[config.mk]
export PLATFORM = sky130hd
export DESIGN_NAME = block_serial_subtractor
export DESIGN_NICKNAME = d
export VERILOG_FILES = /design/src/rtl/block_serial_subtractor_pkg.sv /design/src/rtl/block_serial_subtractor_sub4.sv /design/src/rtl/block_serial_subtractor.sv
export SDC_FILE = /design/constraint.sdc
export NUM_CORES = 1
export LEC_CHECK = 0
export ABC_AREA = 1
export BUFFER_PORTS_ARGS = -buffer_cell sky130_fd_sc_hd__buf_2
export CAP_MARGIN = 20
export CORE_MARGIN = 4
export CORE_UTILIZATION = 50
export DETAILED_ROUTE_END_ITERATION = 10
export GPL_ROUTABILITY_DRIVEN = 0
export HOLD_SLACK_MARGIN = 0.1
export PLACE_DENSITY_LB_ADDON = 0.25
export SYNTH_ARGS = -nofsm -noshare
export SYNTH_HDL_FRONTEND = slang
export SYNTH_SLANG_ARGS = --single-unit
[constraint.sdc]
create_clock -name clk -period 4.1 [get_ports clk]
set_input_delay 0.82 -clock clk [delete_from_list [all_inputs] [get_ports clk]]
set_output_delay 0.82 -clock clk [all_outputs]
set_load 0.02 [all_outputs]
[src/rtl/block_serial_subtractor_pkg.sv]
// block_serial_subtractor_pkg: shared chunk width, FSM encoding and counter sizing
package block_serial_subtractor_pkg;
  localparam int CHUNK = 4;
  typedef logic [1:0] state_t;
  localparam state_t IDLE = 2'd0;
  localparam state_t RUN  = 2'd1;
  localparam state_t DONE = 2'd2;
  function automatic int cnt_w(input int n);
    return ($clog2(n / CHUNK) < 1) ? 1 : $clog2(n / CHUNK);
  endfunction
endpackage

[src/rtl/block_serial_subtractor_sub4.sv]
// sub4_borrow: combinational 4-bit ripple-borrow cell computing x - y - bi as x + ~y + ~bi
module sub4_borrow
  import block_serial_subtractor_pkg::*;
(
  input  logic [CHUNK-1:0] x,
  input  logic [CHUNK-1:0] y,
  input  logic             bi,
  output logic [CHUNK-1:0] d,
  output logic             bo,
  output logic             b_msb_in
);
  logic [CHUNK:0] c;
  always_comb begin
    c = '0;
    d = '0;
    c[0] = ~bi;
    for (int i = 0; i < CHUNK; i++) begin
      d[i]   = x[i] ^ ~y[i] ^ c[i];
      c[i+1] = (x[i] & ~y[i]) | (c[i] & (x[i] ^ ~y[i]));
    end
  end
  assign bo       = ~c[CHUNK];
  assign b_msb_in = ~c[CHUNK-1];
endmodule

[src/rtl/block_serial_subtractor.sv]
// block_serial_subtractor: N-bit a - b - bin, one 4-bit chunk per clock, LSB chunk first
module block_serial_subtractor
  import block_serial_subtractor_pkg::*;
#(
  parameter int N = 32
) (
  input  logic         clk,
  input  logic         rst_n,
  input  logic         in_valid,
  output logic         in_ready,
  input  logic [N-1:0] a,
  input  logic [N-1:0] b,
  input  logic         bin,
  output logic         out_valid,
  input  logic         out_ready,
  output logic [N-1:0] diff,
  output logic         bout,
  output logic         overflow
);
  localparam int W = cnt_w(N);
  localparam logic [W-1:0] LAST = W'(N / CHUNK - 1);
  state_t state_q, state_d;
  logic [W-1:0] cnt_q, cnt_d;
  logic [N-1:0] a_q, a_d, b_q, b_d, diff_q, diff_d;
  logic brw_q, brw_d, bout_q, bout_d, ovf_q, ovf_d;
  logic [CHUNK-1:0] d;
  logic bo, b_msb_in;
  sub4_borrow u_cell (
    .x        (a_q[CHUNK-1:0]),
    .y        (b_q[CHUNK-1:0]),
    .bi       (brw_q),
    .d        (d),
    .bo       (bo),
    .b_msb_in (b_msb_in)
  );
  // operands shift right each RUN cycle so the cell always sees chunk 0 of the regs
  always_comb begin
    state_d = state_q;
    cnt_d   = cnt_q;
    a_d     = a_q;
    b_d     = b_q;
    diff_d  = diff_q;
    brw_d   = brw_q;
    bout_d  = bout_q;
    ovf_d   = ovf_q;
    case (state_q)
      IDLE: if (in_valid) begin
        state_d = RUN;
        a_d     = a;
        b_d     = b;
        brw_d   = bin;
        cnt_d   = '0;
        diff_d  = '0;
      end
      RUN: begin
        a_d    = a_q >> CHUNK;
        b_d    = b_q >> CHUNK;
        brw_d  = bo;
        diff_d = diff_q | (N'(d) << (cnt_q * CHUNK));
        cnt_d  = (cnt_q == LAST) ? cnt_q : cnt_q + 1'b1;
        if (cnt_q == LAST) begin
          state_d = DONE;
          bout_d  = bo;
          ovf_d   = b_msb_in ^ bo;
        end
      end
      DONE: state_d = out_ready ? IDLE : DONE;
      default: state_d = IDLE;
    endcase
  end
  always_ff @(posedge clk or negedge rst_n) begin
    if (!rst_n) begin
      state_q <= IDLE;
      cnt_q   <= '0;
      a_q     <= '0;
      b_q     <= '0;
      diff_q  <= '0;
      brw_q   <= 1'b0;
      bout_q  <= 1'b0;
      ovf_q   <= 1'b0;
    end else begin
      state_q <= state_d;
      cnt_q   <= cnt_d;
      a_q     <= a_d;
      b_q     <= b_d;
      diff_q  <= diff_d;
      brw_q   <= brw_d;
      bout_q  <= bout_d;
      ovf_q   <= ovf_d;
    end
  end
  assign in_ready  = (state_q == IDLE);
  assign out_valid = (state_q == DONE);
  assign diff      = diff_q;
  assign bout      = bout_q;
  assign overflow  = ovf_q;
endmodule

==> impl_metrics.csv <==
group,metric,value,unit
global_route,track_usage,0.214,
global_route,grt_pass1_vias,4526,
outcome,status,"finished clean",
logic_synthesis,synth_most_common_cell,"nand2_1",
critical_path,cp-end-kind,"flip-flop",
timing,tightest_slew,0.815,ns
global_route,grt_pass1_wl,20.8,mm
critical_path,crit_type,"reg -> reg",
cts,post_cts_resized,0,
logic_synthesis,synth_area_per_cell,7.13,sq um
timing,hold_slack,0.481,ns
power,powerDensity,799,nW/um^2
cells_and_area,fin_area,6020,sq um
critical_path,critPathMaxStageDelay,0.50,ns
timing,setup_tns,0,ns
logic_synthesis,ys_ff_latch,104,
cts,clk_path_buf_depth,2,
routing,ant_nets,0,
logic_synthesis,synthTopCellsByCount,"nand2_1 (426), dfrtp_1 (104), inv_1 (51), nor2_1 (29), nand3_1 (28)",
cells_and_area,fin_nets,892,
critical_path,cpMaxStageDelayCell,"fa_1",
logic_synthesis,synthTopCellsByArea,"dfrtp_1 (50%), nand2_1 (31%), inv_1 (3.7%)",
global_route,grt_overflow,0,
cts,cts_tree,"yes",
global_route,grt_max_degree,105,
logic_synthesis,synth_edf_count,0,
floorplan,ioPinCount,105,
routing,num_vias,4742,
critical_path,cp_cell_sequence,"inv_1 > fa_1 > fa_1 > inv_1 > fa_1 > fa_1 > nand2_1 > nor2_1 > a21oi_1 > nor2_1",
cts,clock_sinks,104,
cts,htreeDepth,3,
logic_synthesis,yosys_warnings,0,
logic_synthesis,synth_cell_type_count,22,
timing,rsz0062_at_grt,"no",
critical_path,cp_num_cells,10,
logic_synthesis,syn-num-nets,809,
cts,cts_root_buf,"clkbuf_8",
timing,fin_worst_skew,0.0110,ns
critical_path,worstReg2RegStart,"a_q[0]",
critical_path,worstSetupStartpointType,"flip-flop",
logic_synthesis,yosysSeqAreaShare,0.497,
critical_path,crit_required,4.35,ns
timing,final.period_utilization,0.618,
logic_synthesis,syn_area,5230,sq um
critical_path,critPathMaxFanout,5,
placement,post_dp_cell_area,5780,sq um
timing,max_clock_freq,0.395,GHz
power,ir_worst_vdd,0.288,mV
critical_path,critPathMostFrequentCell,"fa_1",
critical_path,cp_top_family,"adder cells",
routing,drt_pre_antenna_iters,5,
routing,vias_per_cell,4.96,
cts,postCtsSetupBuffers,0,
timing,relSlewSlack,0.457,
cells_and_area,final_util,0.586,
routing,routedWlPerCell,12.9,microns
cells_and_area,nFillCells,1014,
placement,dp_hpwl,8.11,mm
logic_synthesis,synth.largest_area_cell,"dfrtp_1",
timing,maxSlewViolCount,0,
job,cap_violations,0,
routing,remaining_drc_errors,0,
cts,cts_buffers,9,
timing,fin_crit,2.53,ns
floorplan,dieHeight,110,microns
cts,clk_latency,0.36,ns
critical_path,crit_buf_inv,2,
cells_and_area,antennaDiodeCount,0,
cells_and_area,drive_gt1_frac,0.158,
critical_path,worstPathArrival,2.78,ns
critical_path,reg2reg_to,"diff[31]",
placement,port_buffers,104,
power,leakagePower,3.57,nW
hold_path,worstHoldPathType,"in -> async",
cts,hold_buffers,0,
logic_synthesis,syn_inst,734,
critical_path,worstSetupEndpoint,"diff[31]",
logic_synthesis,ys.flop_type,"dfrtp_1",
critical_path,reg2regPathDepth,10,
routing,drt-initial-drc-count,367,
timing,hold_violations,0,
logic_synthesis,synth_top_area_frac,0.497,
floorplan,core_area,10300,sq um
cts,path_clk_slew,0.10,ns
floorplan,die_w,110,microns
logic_synthesis,synthArstFlopShare,1.00,
floorplan,start_util,0.509,
critical_path,r2r_setup_slack,1.57,ns
routing,drt_wl_total,12.4,mm
global_route,antenna_found_initial,0,
floorplan,fp-row-count,37,
timing,setup_violations,0,
critical_path,setup.worst_path.start,"a_q[0]",
cells_and_area,syn_to_final_growth,15.0,%
floorplan,die-area,12200,sq um
==> cell type report <==
| cell class | instances | area, sq um | share of cell area |
|---|---|---|---|
| Clock buffer | 11 | 141 | 0.0235 |
| Clock inverter | 4 | 77.6 | 0.0129 |
| Inverter | 54 | 203 | 0.0337 |
| Multi-Input combinational cell | 538 | 2230 | 0.371 |
| Sequential cell | 104 | 2600 | 0.432 |
| Tap cell | 136 | 170 | 0.0283 |
| Timing Repair Buffer | 110 | 593 | 0.0985 |
==> per-stage QoR <==
step	setup WS, ns	total power, mW	cells
2_1_floorplan	1.77	3.52	734
3_3_place_gp	1.66	4.02	941
3_5_place_dp	1.57	4.11	941
4_1_cts	1.56	4.83	956
5_1_grt	1.41	5.32	957
6_report	1.57	4.81	957
==> how the worst min path moves through the flow <==
stage                  from        to
floorplan           a_q[31]   a_q[31]
global placement    b_q[10]   b_q[10]
detailed placement   b_q[9]    b_q[9]
CTS                  a_q[0]    a_q[0]
global route         b_q[3]    b_q[3]
finish                rst_n  diff[25]
==> logic make-up after synthesis <==
| family | count (synthesis) | synth area share |
|---|---|---|
| AOI/OAI and AO/OA | 38 | 0.0390 |
| buffers and inverters | 92 | 0.0770 |
| and+or+nand+nor | 493 | 0.365 |
| adders and majority gates | 6 | 0.0201 |
| DFF | 104 | 0.497 |
| xor gates and xnor gates | 1 | 0.00167 |
==> layer usage <==
layer | up-vias | global-route usage | part of all wire
met2 | 143 | 0.347 | 0.48
met3 | 10 | 0.0315 | 0.060
met4 | 0 | 0.0580 | 0.0093
li1 | 2380 | - | -
met1 | 2209 | 0.301 | 0.45
met5 | - | 0 | 0
==> report_power, final <==
part | switching (mW) | internal [mW] | leakage (nW)
combinational | 1.57 | 0.764 | 2.11
clock | 0.354 | 0.362 | 0.110
sequential | 0.322 | 1.44 | 1.34
==> registers in the layout (all words and copies together) (netlist names) <==
name      count
a_q          32
b_q          32
bout          1
brw_q         1
cnt_q         3
diff         32
overflow      1
state_q       2
==> layout by cell type (no fill, tap or decap), drive strengths merged, types with 2 or more instances in the layout <==
cell type	n
a21oi	16
buf	110
bufinv	2
clkbuf	11
clkinv	2
dfrtp	104
fa	4
ha	2
inv	54
nand2	427
nand3	28
nand4	7
nor2	31
o21ai	21
Power figures use the tool's default switching activity.
